--- src/rtl/apa102_matrix_driver.sv ---
// APA102 LED matrix driver: 1-bpp bitmap streamed as start/pixel/end frames.
// Define APA102_MATRIX_SCROLL_EN to scroll content one column per frame.
module apa102_matrix_driver #(
  parameter int COLS       = 8,
  parameter int ROWS       = 8,
  parameter int SERPENTINE = 1,
  parameter int CLK_DIV    = 1,
  parameter int END_BITS   = 32,
  localparam int AW = ROWS > 1 ? $clog2(ROWS) : 1
) (
  input  logic            clk,
  input  logic            reset_n,
  input  logic            bm_we,
  input  logic [AW-1:0]   bm_addr,
  input  logic [COLS-1:0] bm_wdata,
  input  logic [23:0]     fg_rgb,
  input  logic [23:0]     bg_rgb,
  input  logic [4:0]      brightness,
  input  logic            start,
  output logic            busy,
  output logic            done,
  output logic            led_clk,
  output logic            led_data
);

  localparam int PW = $clog2(COLS);
  localparam int RW = ROWS > 1 ? $clog2(ROWS) : 1;
  localparam int DW = CLK_DIV > 1 ? $clog2(CLK_DIV) : 1;
  localparam int CW = $clog2(END_BITS > 32 ? END_BITS : 32);

  typedef enum logic [1:0] {
    IDLE, START_FRM, PIXELS, END_FRM
  } state_e;

  state_e          state_q, state_d;
  logic [DW-1:0]   div_q, div_d;
  logic [CW-1:0]   cnt_q, cnt_d;
  logic [RW-1:0]   row_q, row_d, nrow, frow;
  logic [PW-1:0]   pos_q, pos_d, npos, fpos;
  logic [PW-1:0]   col, off_q;
  logic [PW:0]     sum;
  logic [31:0]     sh_q, sh_d, word;
  logic [23:0]     fg_q, fg_d, bg_q, bg_d, rgb;
  logic [4:0]      br_q, br_d;
  logic            clk_q, clk_d;
  logic            done_q, done_d;
  logic            tick, last, pix;
  logic [COLS-1:0] bm_q [ROWS];

  always_ff @(posedge clk or negedge reset_n) begin
    if (!reset_n) begin
      for (int i = 0; i < ROWS; i++) bm_q[i] <= '0;
    end else if (bm_we && ({1'b0, bm_addr} < (AW+1)'(ROWS))) begin
      bm_q[bm_addr] <= bm_wdata;
    end
  end

`ifdef APA102_MATRIX_SCROLL_EN
  always_ff @(posedge clk or negedge reset_n) begin
    if (!reset_n) off_q <= '0;
    else if (done_d)
      off_q <= (off_q == PW'(COLS-1)) ? '0 : off_q + PW'(1);
  end
`else
  assign off_q = '0;
`endif

  // Fetch the pixel of the LED whose word launches next.
  always_comb begin
    last = (row_q == RW'(ROWS-1)) && (pos_q == PW'(COLS-1));
    npos = (pos_q == PW'(COLS-1)) ? '0 : pos_q + PW'(1);
    nrow = (pos_q == PW'(COLS-1)) ? row_q + RW'(1) : row_q;
    frow = (state_q == START_FRM) ? '0 : nrow;
    fpos = (state_q == START_FRM) ? '0 : npos;
    col  = (SERPENTINE != 0 && !frow[0]) ? PW'(COLS-1) - fpos : fpos;
    sum  = {1'b0, col} + {1'b0, off_q};
    if (sum >= (PW+1)'(COLS)) sum = sum - (PW+1)'(COLS);
    pix  = bm_q[frow][sum[PW-1:0]];
    rgb  = pix ? fg_q : bg_q;
    word = {3'b111, br_q, rgb[7:0], rgb[15:8], rgb[23:16]};
  end

  always_comb begin
    state_d = state_q;
    div_d   = div_q;
    cnt_d   = cnt_q;
    row_d   = row_q;
    pos_d   = pos_q;
    sh_d    = sh_q;
    fg_d    = fg_q;
    bg_d    = bg_q;
    br_d    = br_q;
    clk_d   = clk_q;
    done_d  = 1'b0;
    tick    = (div_q == DW'(CLK_DIV-1));
    if (state_q == IDLE) begin
      if (start) begin
        state_d = START_FRM;
        fg_d    = fg_rgb;
        bg_d    = bg_rgb;
        br_d    = brightness;
        div_d   = '0;
        cnt_d   = '0;
        row_d   = '0;
        pos_d   = '0;
        sh_d    = '0;
        clk_d   = 1'b0;
      end
    end else begin
      div_d = tick ? '0 : div_q + DW'(1);
      if (tick && !clk_q) clk_d = 1'b1;
      if (tick && clk_q) begin
        clk_d = 1'b0;
        cnt_d = cnt_q + CW'(1);
        sh_d  = {sh_q[30:0], 1'b1};
        unique case (1'b1)
          state_q == START_FRM: begin
            if (cnt_q == CW'(31)) begin
              state_d = PIXELS;
              cnt_d   = '0;
              sh_d    = word;
            end
          end
          state_q == PIXELS: begin
            if (cnt_q == CW'(31)) begin
              cnt_d = '0;
              if (last) begin
                state_d = END_FRM;
                sh_d    = '1;
              end else begin
                row_d = nrow;
                pos_d = npos;
                sh_d  = word;
              end
            end
          end
          default: begin
            if (cnt_q == CW'(END_BITS-1)) begin
              state_d = IDLE;
              done_d  = 1'b1;
              sh_d    = '0;
            end
          end
        endcase
      end
    end
  end

  always_ff @(posedge clk or negedge reset_n) begin
    if (!reset_n) begin
      state_q <= IDLE;
      div_q   <= '0;
      cnt_q   <= '0;
      row_q   <= '0;
      pos_q   <= '0;
      sh_q    <= '0;
      fg_q    <= '0;
      bg_q    <= '0;
      br_q    <= '0;
      clk_q   <= 1'b0;
      done_q  <= 1'b0;
    end else begin
      state_q <= state_d;
      div_q   <= div_d;
      cnt_q   <= cnt_d;
      row_q   <= row_d;
      pos_q   <= pos_d;
      sh_q    <= sh_d;
      fg_q    <= fg_d;
      bg_q    <= bg_d;
      br_q    <= br_d;
      clk_q   <= clk_d;
      done_q  <= done_d;
    end
  end

  assign busy     = (state_q != IDLE);
  assign done     = done_q;
  assign led_clk  = clk_q;
  assign led_data = sh_q[31];

endmodule
--- config.mk ---
export PLATFORM = sky130hd
export DESIGN_NAME = apa102_matrix_driver
export DESIGN_NICKNAME = d
export VERILOG_FILES = /design/src/rtl/apa102_matrix_driver.sv
export SDC_FILE = /design/constraint.sdc
export NUM_CORES = 1
export LEC_CHECK = 0
export ABC_AREA = 1
export BUFFER_PORTS_ARGS = -buffer_cell sky130_fd_sc_hd__buf_2
export CAP_MARGIN = 10
export CORE_AREA = 5 5 159 161
export DETAILED_ROUTE_END_ITERATION = 8
export DIE_AREA = 0 0 164 166
export PLACE_DENSITY = 0.6
export SETUP_SLACK_MARGIN = 0.4
export SLEW_MARGIN = 10
export SYNTH_ARGS = -nofsm -noshare
export SYNTH_HDL_FRONTEND = slang
export SYNTH_SLANG_ARGS = --single-unit
export TNS_END_PERCENT = 100
--- constraint.sdc ---
create_clock -name clk -period 4 [get_ports clk]
set_clock_uncertainty 0.2 [all_clocks]
set_input_delay 0.6 -clock clk [delete_from_list [all_inputs] [get_ports clk]]
set_output_delay 0.6 -clock clk [all_outputs]
set_load 0.02 [all_outputs]
### After elaboration in Yosys (flattened, before gate mapping)

Index checks and enable logic that the tools add are counted.

* bits in registers: 165
* input port bits: 68
* output and inout bits: 4
* word-level logic and storage cells: 115

* add/sub/neg operators: 6
* $lt $le $gt $ge: 5
* equality and inequality tests: 8
* multiplexer cells: 57
* bitwise gates (word level): 3
* reductions and logical operators: 17

Operator list (count)
* 32-bit two-way mux: 6
* 64-bit bitwise mux: 1
* 32-bit one-hot mux with 2 select lines: 1
* 3-bit two-way mux: 17
* 29-bit two-way mux: 1
* 5-bit two-way mux: 5
* 8-bit binary-select mux with 3-bit select: 1
* 8-bit demux with 3-bit select: 1
* 24-bit two-way mux: 1
* 8-bit two-way mux: 3
* 2-bit two-way mux: 7
* 1-bit two-way mux: 11
* 4-bit >= comparator, second input constant: 2
* 3-bit inverter with 4-bit output: 2
* 2-bit nonzero test: 4
* 3-bit by 1-bit adder with 3-bit output, second input constant: 2
* 3-bit == test, second input constant: 2
* 2-bit AND reduction: 3
* 5-bit by 1-bit adder with 5-bit output, second input constant: 1
* 5-bit == test, second input constant: 1
* 5-bit AND reduction: 1
* 3-bit by 4-bit >= comparator with 1-bit output, second input constant: 1
* 1-bit logical AND: 4
* 3-bit by 4-bit less-than comparator with 1-bit output, second input constant: 1
* other kinds (17): 17

### Longest topological paths before layout

* depth after elaboration: 15
* gate-level depth with buffers: 21

### Worst setup path after synthesis

No wires, ideal clock.

* path kind: reg2reg
* start point: reg pos_q[0]
* end point: reg sh_q[0]
* setup time: 123 ps
* arrival: 2359 ps
* required time: 3677 ps
* path slack: 1317 ps
* cell stages (with the launch flop): 19
* path buffers: 2
* path through: dfrtp_1 ha_1 ha_1 nand2_1 clkbuf_1 nand4_1 nand3_1 nand2_1 nand2_1 nand3_1 nand3_1 nand3_2 nand2_2 buf_6 inv_2 nand2_1 nand3_1 nand2_1 o21ai_1

* word-level cells in the longest chain between the ends: 15

Ends and longest elaborated chain
* from (decl): line 39 `logic [PW-1:0] pos_q, pos_d, npos, fpos;`
* from (signal assigned): line 167 `pos_q <= pos_d;`
* 3-bit by 1-bit adder with 3-bit output / 3-bit == test (equally long branches): line 71, 70, 72
* 3-bit two-way mux, on equally long branches: line 71, 72
* 3-bit two-way mux, on equally long branches: line 74, 73
* 3-bit subtractor / 3-bit inverter with 4-bit output (equally long branches): line 75, 78
* 3-bit two-way mux / 8-bit binary-select mux with 3-bit select (equally long branches): line 75, 78
* 3-bit by 4-bit >= comparator with 1-bit output (tied with other cells): line 77 `if (sum >= (PW+1)'(COLS)) sum = sum - (PW+1)'(COLS);`
* 3-bit two-way mux / 8-bit two-way mux (equally long branches): line 77, 78
* 1-bit binary-select mux with 3-bit select: line 78 `pix = bm_q[frow][sum[PW-1:0]];`
* 1-bit two-way mux (implied by the code): line 78
* 24-bit two-way mux: line 79 `rgb = pix ? fg_q : bg_q;`
* 29-bit two-way mux: line 127 `if (last) begin`
* 32-bit two-way mux: line 125 `if (cnt_q == CW'(31)) begin`
* 32-bit one-hot mux with 2 select lines *: line 116 `unique case (1'b1)`
* 32-bit two-way mux *: line 112 `if (tick && clk_q) begin`
* 32-bit two-way mux *: line 96 `if (state_q == IDLE) begin`
* to (signal assigned): line 156 `sh_q <= '0;`
* to (signal assigned): line 168 `sh_q <= sh_d;`
* to (decl): line 42 `logic [31:0] sh_q, sh_d, word;`

Every way passes the cells marked *; elsewhere a longest branch is shown, timed or not. The select of a mux whose other input is x is not followed.
A chain may end at the register's enable or synchronous reset.

### Final worst setup path

* start point: reg pos_q[0]
* end point: reg sh_q[15]

The elaborated chain is that of the path after synthesis.

==> run metrics <==
WP buf/inv=4; Tightest Hold Check Type=in -> reg; vias in the first global route=7,119; f_max=303 MHz; DRT iter0 DRCs=524; met2 Usage GRT=26.6%; worst hold start=bg_rgb[8]; cell accounting for the most synthesized area=dfrtp_1; # clock sinks=~160; FP Rows=57; Final Power=6.38 mW; critical path capture point type=register; worst-path maximum fanout=22; Reg-to-Reg End=sh_q[15]; ys flop type=dfrtp_1; worst path required time=4160 ps; RD Place Congestion=0.790; MaxCap Viol Count=0; RR Startpoint=pos_q[0]; Final Hold Viols=0; Tcrit/Tclk final=about 80%; Core Region=23,800 µm²; Slowest-stage cell, CP=dfrtp_1; setup TNS=0 ps; diode count=0; min cycle time layout=3300 ps; R2R depth=18; Cell Chain, Critical Path=ha_1 -> ha_1 -> inv_2 -> nand2_2 -> nand3_2 -> inv_2 -> o21ai_1 -> inv_2 -> nand3_1 -> nand3_1 -> nand3_2 -> buf_4 -> nand3_1 -> nand3_1 -> nand2_1 -> nand2_1 -> nand2_1 -> nand2_1; GR Util met3=3.00%; type of origin of the critical path=register; Post-Syn Instances=1,088; Post-synth EDFFs=0; GR peak layer=met2; initial antenna violation count=0; Starting Density=around 34%; Avg Inst Size Synth=7.47 µm²; TritonCTS buffer count=17; Syn Nets=around 1,200; Hold Path Stages=3; Async SR Flop Fraction=between 90% and 100%; FF-to-FF setup slack=700 ps; count of cell types in the netlist=24; Final Max Tran Viols=0; Gate power share=34.4%; sequential area share after synthesis=50.5%; I/O Buffers=71; RSZ-0062 raised after global routing=false; clk buf depth=2; CTS tree=built; VDD IR max=0.303 mV; dpl cells=1,444; status=completed; NetSw=2.49 mW; most common cell after layout, fill and taps aside=nand2_1; largest net degree at the start of global routing=71; CTS clk-pin slew, worst paths=60 ps; FF+latch count, synth=164; GRT overflow=0; all-layer global routing usage=~16%; DRC=0; sequential share of power=38.6%; internal power=3.89 mW; critical path class=reg -> reg; worst slew pin tran=about 850 ps; Vias=7,121; non-filler cells, final=approximately 1,500; Synth top area share=50.5%; post-route ant nets=0; Switching Fraction=39.0%; first-pass GRT wire length=approximately 37 mm; top post-synthesis cells by area=dfrtp_1 50%, nand2_1 21%, nand3_1 6.9%, o21ai_0 4.8%, inv_1 4.0%; Leak Pwr=4.77 nW; hpwl dp=14.2 mm; Post-Route WL=roughly 22 mm; DR WL/cell=14.6 µm; CP top delay family=simple AND/OR/NAND/NOR gates; layout cells sized above 1=11.9%; Hold Path Sink=bg_q[8]; most frequent cells in the layout=445 x nand2_1, 164 x dfrtp_1, 111 x nand3_1; CP peak stage delay=a little over 400 ps; drt pass-1 iters=5; Clock power frac=27.0%; Die X=164 µm; Rel. slew slack=43.5%; Fill cells=2,498; PwrDens=676 nW/µm²; NumNets Final=between 1,000 and 1,500; Root Driver=clkbuf_16; met1 usage=22.7%; IO Pins=72; Synth Cell Area=8130 µm²; Synth Warn #=0; die area=27,200 µm²; area grow syn2layout=16.1%; H-tree level count=4; Vert. Die Dim=roughly 170 µm; Final Setup Violations=0; Critical Path AT=3460 ps; vias per cell=4.82; worst skew pair latency=430 ps
[metal layers]
layer  wire (µm)  vias up  part of all wire [%]
met4         256        0                   1.2
met1       10300     3393                    48
met2       10400      107                    48
li1            -     3601                     -
met3         604       20                   2.8
met5           0        -                     0
[cells by family after synthesis]
family / after synthesis / synth area share [%]
and+or+nand+nor: 613 / 31.0
DFF: 164 / 50.5
AOI/OAI and AO/OA: 152 / 9.74
buffers and inverters: 149 / 7.28
adders and majority gates: 9 / 1.39
xor gates and xnor gates: 1 / 0.108
[flip-flops by register name (all words and copies together), names as in the netlist]
signal   count
done         1
br_q         5
state_q      2
bm_q        64
sh_q        32
pos_q        3
bg_q        24
row_q        3
led_clk      1
fg_q        24
cnt_q        5
[worst reg2reg max path, delay by kind of cell, from the launching register on]
kind / cells / cell delay [ps]
compound gates: 1 / 400
fa+ha+maj: 2 / 490
buf+inv: 4 / 600
flops: 1 / 410
simple gates: 11 / 1130
[synthesized netlist by cell type, drive strengths merged (4+ instances only)]
master,count
nand2,449
dfrtp,164
nand3,115
inv,94
o21ai,83
a21oi,58
clkbuf,38
nor2,25
nand4,20
buf,17
ha,9
o31ai,7
nor3,4
[repair_timing]
action	in CTS	in global routing
hold endpoints to repair	47	0
gates resized for setup	0	4
setup buffers	0	0
endpoints found under the setup margin	0	24
hold buffers	1	0
[final cells by class]
cell class                      instances  area, µm²  area share, %
Inverter                               94        353           3.74
Sequential cell                       164       4100           43.5
Multi-Input combinational cell        775       3450           36.6
Clock inverter                         12        153           1.62
Tap cell                              324        405           4.29
Clock buffer                           20        467           4.94
Timing Repair Buffer                   88        508           5.38
[power by group through the flow]
| stage | sequential, mW | clock, mW | combinational, mW |
|---|---|---|---|
| 3_3_place_gp | 2.49 | 0 | 2.16 |
| 6_report | 2.46 | 1.72 | 2.20 |
| 4_1_cts | 2.46 | 1.76 | 2.21 |
| 5_1_grt | 2.52 | 1.82 | 2.54 |
| 2_1_floorplan | 2.39 | 0 | 1.64 |
| 3_5_place_dp | 2.48 | 0 | 2.20 |
[stage by stage]
step                      util [%]  setup WS, ps  cell area (µm²)  hold WS [ps]
after CTS                     39.6           455             9420           146
after floorplan                  -          1320             8130           104
after global routing          39.6           473             9440           166
after global placement        36.9           551             8790           257
final                         39.6           703             9440           163
after detailed placement      36.9           510             8790           261
[worst max-delay path by stage]
stage	end	cells past startpoint	start	slack, ps
after floorplan	sh_q[0]	18	pos_q[0]	1320
after global placement	sh_q[15]	17	state_q[1]	550
after detailed placement	sh_q[15]	17	state_q[1]	510
after CTS	sh_q[15]	17	state_q[1]	460
after global routing	sh_q[13]	19	pos_q[0]	470
final	sh_q[15]	18	pos_q[0]	700
No activity file was read; power rests on OpenSTA's default activity.
